<file path="src/rtl/channel_acq_responder.sv">
// Channel-side acquisition sequencer: arms on acq_enable, runs a timed
// multi-waveform acquisition on acq_trig and hands out one event record.
module channel_acq_responder #(
    parameter int EVT_NUM_W = 24,
    parameter int LEN_W     = 16
) (
    input  logic             clk,
    input  logic             reset,
    input  logic             reset_event_num,
    input  logic [1:0]       acq_enable,
    input  logic             acq_trig,
    input  logic [11:0]      wfm_count,
    input  logic [LEN_W-1:0] wfm_len,
    input  logic [LEN_W-1:0] wfm_gap,
    output logic             acq_done,
    output logic             acq_busy,
    output logic             sample_valid,
    output logic [LEN_W-1:0] sample_idx,
    output logic [11:0]      wfm_idx,
    output logic             evt_valid,
    input  logic             evt_ready,
    output logic [31:0]      evt_data,
    output logic [15:0]      ignored_trig_count,
    output logic [2:0]       state
);

    localparam logic [2:0] S_IDLE        = 3'd0;
    localparam logic [2:0] S_ARMED       = 3'd1;
    localparam logic [2:0] S_ACQUIRE     = 3'd2;
    localparam logic [2:0] S_GAP         = 3'd3;
    localparam logic [2:0] S_REPORT      = 3'd4;
    localparam logic [2:0] S_WAIT_DISARM = 3'd5;

    logic [2:0]           state_q, state_d;
    logic [1:0]           type_q, type_d;
    logic [11:0]          count_q, count_d;
    logic [LEN_W-1:0]     len_q, len_d;
    logic [LEN_W-1:0]     gap_q, gap_d;
    logic [LEN_W-1:0]     gap_cnt_q, gap_cnt_d;
    logic [LEN_W-1:0]     sample_idx_q, sample_idx_d;
    logic [11:0]          wfm_idx_q, wfm_idx_d;
    logic [EVT_NUM_W-1:0] event_num_q, event_num_d;
    logic [31:0]          evt_data_q, evt_data_d;
    logic [15:0]          ign_q, ign_d;
    logic                 trig_ignored;

    // A counter clear coincident with a trigger must still number that event 1.
    logic [EVT_NUM_W-1:0] event_num_base, event_num_inc;
    assign event_num_base = reset_event_num ? '0 : event_num_q;
    assign event_num_inc  = event_num_base + EVT_NUM_W'(1);

    always_comb begin
        // NOTE: every variable gets a default first so no path leaves one unassigned (no latches).
        state_d      = state_q;
        type_d       = type_q;
        count_d      = count_q;
        len_d        = len_q;
        gap_d        = gap_q;
        gap_cnt_d    = gap_cnt_q;
        sample_idx_d = sample_idx_q;
        wfm_idx_d    = wfm_idx_q;
        event_num_d  = event_num_base;
        evt_data_d   = evt_data_q;
        trig_ignored = 1'b0;

        case (state_q)
            S_IDLE: begin
                trig_ignored = acq_trig;
                if (acq_enable != 2'd0) begin
                    state_d = S_ARMED;
                    type_d  = acq_enable;
                end
            end
            S_ARMED: begin
                if (acq_enable == 2'd0) begin
                    state_d = S_IDLE;
                end else begin
                    type_d = acq_enable;
                    if (acq_trig) begin
                        state_d      = S_ACQUIRE;
                        count_d      = (wfm_count == 12'd0) ? 12'd1 : wfm_count;
                        len_d        = (wfm_len == '0) ? LEN_W'(1) : wfm_len;
                        gap_d        = wfm_gap;
                        sample_idx_d = '0;
                        wfm_idx_d    = '0;
                        event_num_d  = event_num_inc;
                        evt_data_d   = {acq_enable, 30'(event_num_inc)};
                    end
                end
            end
            S_ACQUIRE: begin
                trig_ignored = acq_trig;
                if (sample_idx_q == len_q - LEN_W'(1)) begin
                    wfm_idx_d = wfm_idx_q + 12'd1;
                    if (wfm_idx_q + 12'd1 == count_q) begin
                        state_d = S_REPORT;
                    end else if (gap_q == '0) begin
                        sample_idx_d = '0;
                    end else begin
                        state_d   = S_GAP;
                        gap_cnt_d = gap_q - LEN_W'(1);
                    end
                end else begin
                    sample_idx_d = sample_idx_q + LEN_W'(1);
                end
            end
            S_GAP: begin
                trig_ignored = acq_trig;
                if (gap_cnt_q == '0) begin
                    state_d      = S_ACQUIRE;
                    sample_idx_d = '0;
                end else begin
                    gap_cnt_d = gap_cnt_q - LEN_W'(1);
                end
            end
            S_REPORT: begin
                trig_ignored = acq_trig;
                if (evt_ready) state_d = S_WAIT_DISARM;
            end
            S_WAIT_DISARM: begin
                trig_ignored = acq_trig;
                if (acq_enable == 2'd0) state_d = S_IDLE;
            end
            default: state_d = S_IDLE;
        endcase

        ign_d = (trig_ignored && ign_q != 16'hFFFF) ? ign_q + 16'd1 : ign_q;
    end

    always_ff @(posedge clk) begin
        // NOTE: state is updated with non-blocking assignments so every flop samples pre-edge values.
        if (reset) begin
            state_q      <= S_IDLE;
            type_q       <= '0;
            count_q      <= '0;
            len_q        <= '0;
            gap_q        <= '0;
            gap_cnt_q    <= '0;
            sample_idx_q <= '0;
            wfm_idx_q    <= '0;
            event_num_q  <= '0;
            evt_data_q   <= '0;
            ign_q        <= '0;
        end else begin
            state_q      <= state_d;
            type_q       <= type_d;
            count_q      <= count_d;
            len_q        <= len_d;
            gap_q        <= gap_d;
            gap_cnt_q    <= gap_cnt_d;
            sample_idx_q <= sample_idx_d;
            wfm_idx_q    <= wfm_idx_d;
            event_num_q  <= event_num_d;
            evt_data_q   <= evt_data_d;
            ign_q        <= ign_d;
        end
    end

    assign state              = state_q;
    assign acq_done           = (state_q == S_IDLE) || (state_q == S_ARMED) || (state_q == S_WAIT_DISARM);
    assign acq_busy           = (state_q == S_ACQUIRE) || (state_q == S_GAP);
    assign sample_valid       = (state_q == S_ACQUIRE);
    assign evt_valid          = (state_q == S_REPORT);
    assign sample_idx         = sample_idx_q;
    assign wfm_idx            = wfm_idx_q;
    assign evt_data           = evt_data_q;
    assign ignored_trig_count = ign_q;

endmodule

</file>
<file path="config.mk">
export PLATFORM = sky130hd
export DESIGN_NAME = channel_acq_responder
export DESIGN_NICKNAME = d
export VERILOG_FILES = /design/src/rtl/channel_acq_responder.sv
export SDC_FILE = /design/constraint.sdc
export NUM_CORES = 1
export LEC_CHECK = 0
export BUFFER_PORTS_ARGS = -buffer_cell sky130_fd_sc_hd__clkbuf_2
export CAP_MARGIN = 20
export CORE_ASPECT_RATIO = 1.4
export CORE_MARGIN = 4
export CORE_UTILIZATION = 62
export DETAILED_ROUTE_END_ITERATION = 7
export PLACE_DENSITY = 0.86
export SLEW_MARGIN = 15
export SYNTH_ARGS = -nofsm -noshare
export SYNTH_HDL_FRONTEND = slang
export SYNTH_SLANG_ARGS = --single-unit
</file>
<file path="constraint.sdc">
create_clock -name clk -period 7.1 [get_ports clk]
set_input_delay 0.71 -clock clk [delete_from_list [all_inputs] [get_ports clk]]
set_output_delay 0.71 -clock clk [all_outputs]
set_load 0.01 [all_outputs]
</file>
# == After elaboration in Yosys (flattened, before gate mapping) ==
# Index checks and enable logic that the tools add are counted.
# Widths: inputs -> output; s select.
# classes
n_div,0
bitwise,1
magnitude_cmp,0
shift,0
add_sub_neg,7
n_reduce_logical,20
eq_ne,22
multipliers,0
muxes,33
# ops
op,count
$mux 16,11
$mux 24,4
$logic_not 16->1,3
$mux 12,4
$pmux 16 s3,1
$sub 16x1->16 const B,3
$add 16x1->16 const B,2
$pmux 16 s2,1
$mux 3,9
$add 24x1->24 const B,1
$pmux 12 s2,1
$pmux 3 s6,1
$eq 16x16->1,1
$ne 16x16->1 const B,1
$ne 2x2->1 const B,8
$add 12x1->12 const B,1
$eq 12x12->1,1
$logic_not 12->1,1
$ne 3x3->1 const B,3
$reduce_and 7->1,1
$eq 3x2->1 const B,2
$eq 3x3->1 const B,2
$reduce_and 6->1,1
$reduce_bool 2->1,3
14 further kinds,17
# totals
latchBits,0
mem_count,0
regBits,157
ramBits,0
word_cells,93
mem_bits_ro,0

# == Depth between registers and ports, before layout ==
# depth
word_depth,5
ltp_mapped,14
depth_no_buf,10

# == Least setup slack after synthesis ==
# Ideal clock, no wire load.
# synth_timing
path_kind,input to register
from,input port reset_event_num
to,register event_num_q[22]
path_slack_ns,3.445
arrival_time_ns,3.584
setup_ns,0.070
n_path_buf,2
stages,11
path_cell_list,clkbuf_1 > clkbuf_1 > nor2b_1 > ha_1 > nand4b_1 > or3_1 > nor4_1 > nand3_1 > or2_2 > or3_1 > a21oi_1
# synth_via
elab_chain_cells,5
# synth_lines
item,line,source
from (decl),9,"input logic reset_event_num,"
$mux 24 (*),49,assign event_num_base = reset_event_num ? '0 : event_num_q;
$add 24x1->24,50,assign event_num_inc = event_num_base + EVT_NUM_W'(1);
$mux 24,79,if (acq_trig) begin
$mux 24,75,if (acq_enable == 2'd0) begin
$mux 24 (*),66,case (state_q)
to (signal assigned),153,event_num_q <= event_num_d;
to (decl),42,"logic [EVT_NUM_W-1:0] event_num_q, event_num_d;"
# Mark *: on every way between the ends. The rest lies on a longest branch, timed or not.
# A chain may end at the register's enable or synchronous reset.

# == Worst setup path after layout ==
# layout_timing
from,register len_q[0]
to,"register sample_idx_q[11], in the netlist sample_idx[11]"
# layout_via
elab_chain_cells,4
word_cells_on_any_way,7
classes_between,1 x add/sub; 3 x eq/ne; 2 x mux; 1 x reduce/logical
# layout_lines
item,line,source
from (decl),37,"logic [LEN_W-1:0] len_q, len_d;"
from (signal assigned),148,len_q <= len_d;
$sub 16x1->16 (*),93,if (sample_idx_q == len_q - LEN_W'(1)) begin
$eq 16x16->1 (*),93,
"$ne 3x2->1 (no line), or another cell as far along",-,
$reduce_and 6->1 (no line) / $pmux 16 s3 (equally long branches),-,
to (signal assigned),151,sample_idx_q <= sample_idx_d;
to (decl),40,"logic [LEN_W-1:0] sample_idx_q, sample_idx_d;"
# Marked as above.

==> metrics.cfg <==
[sta]
skew_ns = 0.007312
whs_ns = 0.4589
fmax_mhz = 256.6
layout_setup_ws_ns = 3.203
grt_setup_unrepaired = no
finalCritPeriodShare_pct = 54.88
finalSetupViolations = 0
fin_crit_ns = 3.897
hold_viol_final = 0
worst_pin_slew_ns = 0.7490
relSlewSlack_pct = 50.07
fin_setup_tns_ns = 0
slew_viol_final = 0

[floorplanning]
io_pins = 134
core_sq_um = 13390
rows = 50
die_x_um = 107.0
initial_core_util_pct = 63.53
die_h_um = 146.6
die_area_sq_um = 15680

[run_status]
outcome = completed

[logic_synthesis]
ys_warn_count = 0
synth_edf_count = 0
synth_most_common_cell = dfxtp_1
syn_avg_cell_area_sq_um = 7.839
synth_cells = 1085
synth_top_area_share_pct = 36.95
synth-async-reset-ratio_pct = 0
ys_ff_latch = 157
synth_area_leaders = dfxtp_1, nand2_1, a21oi_1
synth-main-ff-cell = dfxtp_1
synth_top_area_cell = dfxtp_1
synth_common_cells = dfxtp_1, nand2_1, nor2_1, a21oi_1, xor2_1
ys_types = 73
netlist_area_sq_um = 8506
yosysSeqAreaShare_pct = 36.95

[drt]
wl_per_cell_um = 15.74
drc = 0
drtIter0Drc = 547
num_vias = 8081
drt_pre_antenna_iters = 5
postRouteAntennaNets = 0
wl_um = 21490
routed_via_density = 5.920

[cells_and_area]
fillers = 1099
final_cell_count_no_fill = 1365
areaGrowthSynthToFinish_pct = 14.72
drive_above_1_share_pct = 15.89
nets = 1227
diodes = 0
design_area_sq_um = 9758
final_core_util_pct = 72.89

[worst_hold_path]
min-delay-path-class = reg -> reg
holdPathStages = 2

[grt]
overflow = 0
grt_pass1_vias = 7462
antenna_found_initial = 0
grt_max_degree = 77
grt_pass1_wl_um = 35620
grt_use_total_pct = 27.38

[setup_path]
worstPathArrival_ns = 4.27
required_ns = 7.47
crit_path_end = sample_idx[11]$_SDFFE_PP0P_
r2r_end = sample_idx[11]$_SDFFE_PP0P_
r2r_cells = 10
crit_type = reg -> reg
r2r_setup_slack_ns = 3.20
worstSetupEndpointType = flop
cp_max_fo = 22
cp-start-kind = flop
critPathLaunch = len_q[0]$_SDFFE_PP0P_
r2r_start = len_q[0]$_SDFFE_PP0P_

[placed_design]
placedCellCount = 1333
place_area_sq_um = 9123
hpwl_um = 15040
numPortBuffers = 127
place_congestion = 0.8927
post-place-ws_ns = 3.116

[cts]
ctsHoldBuffers = 0
h-tree-depth = 4
cts_resized = 0
path_clk_slew_ns = 0.06
clock_path_buffers = 2
postCtsSetupBuffers = 0
cts_made_buffers = 17
cts-root-buf = clkbuf_16
clk_latency_ns = 0.42
cts_tree = built
cts_sinks = 157

[power_and_ir_drop]
power_leakage_nw = 3.687
p_per_area_nw_per_um2 = 286.2
report.power.total_mw = 2.793
vdd_ir_drop_max_uv = 220.0

[run]
drv_cap = 0

## flip-flops by register name, summed over array words and instances (netlist names)
signal	cells
evt_data	26
event_num_q	24
gap_cnt_q	16
gap_q	16
ignored_trig_count	16
len_q	16
sample_idx	16
count_q	12
wfm_idx	12
state	3
## how the worst min path moves through the flow
stage / slack, ns / end / start
after global routing: 0.48 / evt_data[31]$_SDFFE_PP0P_ / evt_data[31]$_SDFFE_PP0P_
after detailed placement: 0.45 / evt_data[31]$_SDFFE_PP0P_ / evt_data[31]$_SDFFE_PP0P_
after floorplan: 0.44 / gap_cnt_q[5]$_SDFFE_PP0P_ / gap_cnt_q[5]$_SDFFE_PP0P_
after global placement: 0.44 / evt_data[30]$_SDFFE_PP0P_ / evt_data[30]$_SDFFE_PP0P_
final: 0.46 / evt_data[31]$_SDFFE_PP0P_ / evt_data[31]$_SDFFE_PP0P_
after CTS: 0.46 / evt_data[31]$_SDFFE_PP0P_ / evt_data[31]$_SDFFE_PP0P_
## logic make-up after synthesis
family	after synthesis	synth area share, %
AOI/OAI and AO/OA	239	17.14
muxes	19	2.280
DFF	157	36.95
adders and majority gates	6	0.8826
and+or+nand+nor	484	28.74
xor gates and xnor gates	93	9.576
buffers and inverters	86	4.384
other	1	0.04409
## cell type report
type / count / area, sq um / share of cell area, %
Timing Repair Buffer: 133 / 683.2 / 7.001
Tap cell: 182 / 227.7 / 2.334
Multi-Input combinational cell: 847 / 5016 / 51.40
Sequential cell: 157 / 3143 / 32.21
Clock inverter: 10 / 161.4 / 1.654
Clock buffer: 22 / 474.2 / 4.860
Inverter: 14 / 52.55 / 0.5385
## critical path: stages, from the launching register on
cell and delay (ns):
dfxtp_1 0.39, inv_1 0.10, ha_1 0.39, or4b_1 0.50, or3_1 0.32, a21oi_1 0.14, o2bb2ai_1 0.14, or4_4 0.65
o21ai_2 0.57, o21bai_1 0.33, o21ba_2 0.31
## report_power, final
group / internal, mW / leakage, nW / switching (mW) / total [mW]
Sequential: 0.952 / 1.27 / 0.0914 / 1.04
Combinational: 0.310 / 2.11 / 0.464 / 0.774
Clock: 0.616 / 0.302 / 0.360 / 0.975
## cell usage in the layout, fill, tap and decap left out, types with 17 or more instances in the layout
master / n
dfxtp_1: 157
nand2_1: 140
clkbuf_2: 126
nor2_1: 113
a21oi_1: 100
xor2_1: 51
o21ai_0: 45
xnor2_1: 42
nor3_1: 38
nand3_1: 35
nor2b_1: 27
a211oi_1: 20
or3_1: 18
clkbuf_16: 17
## metal layers
layer	GRT usage, %	share of wire [%]
met1	33.91	41
met2	46.56	50
met3	5.882	6.5
met4	9.917	2.5
met5	0	0
(Power assumes the default switching activity.)
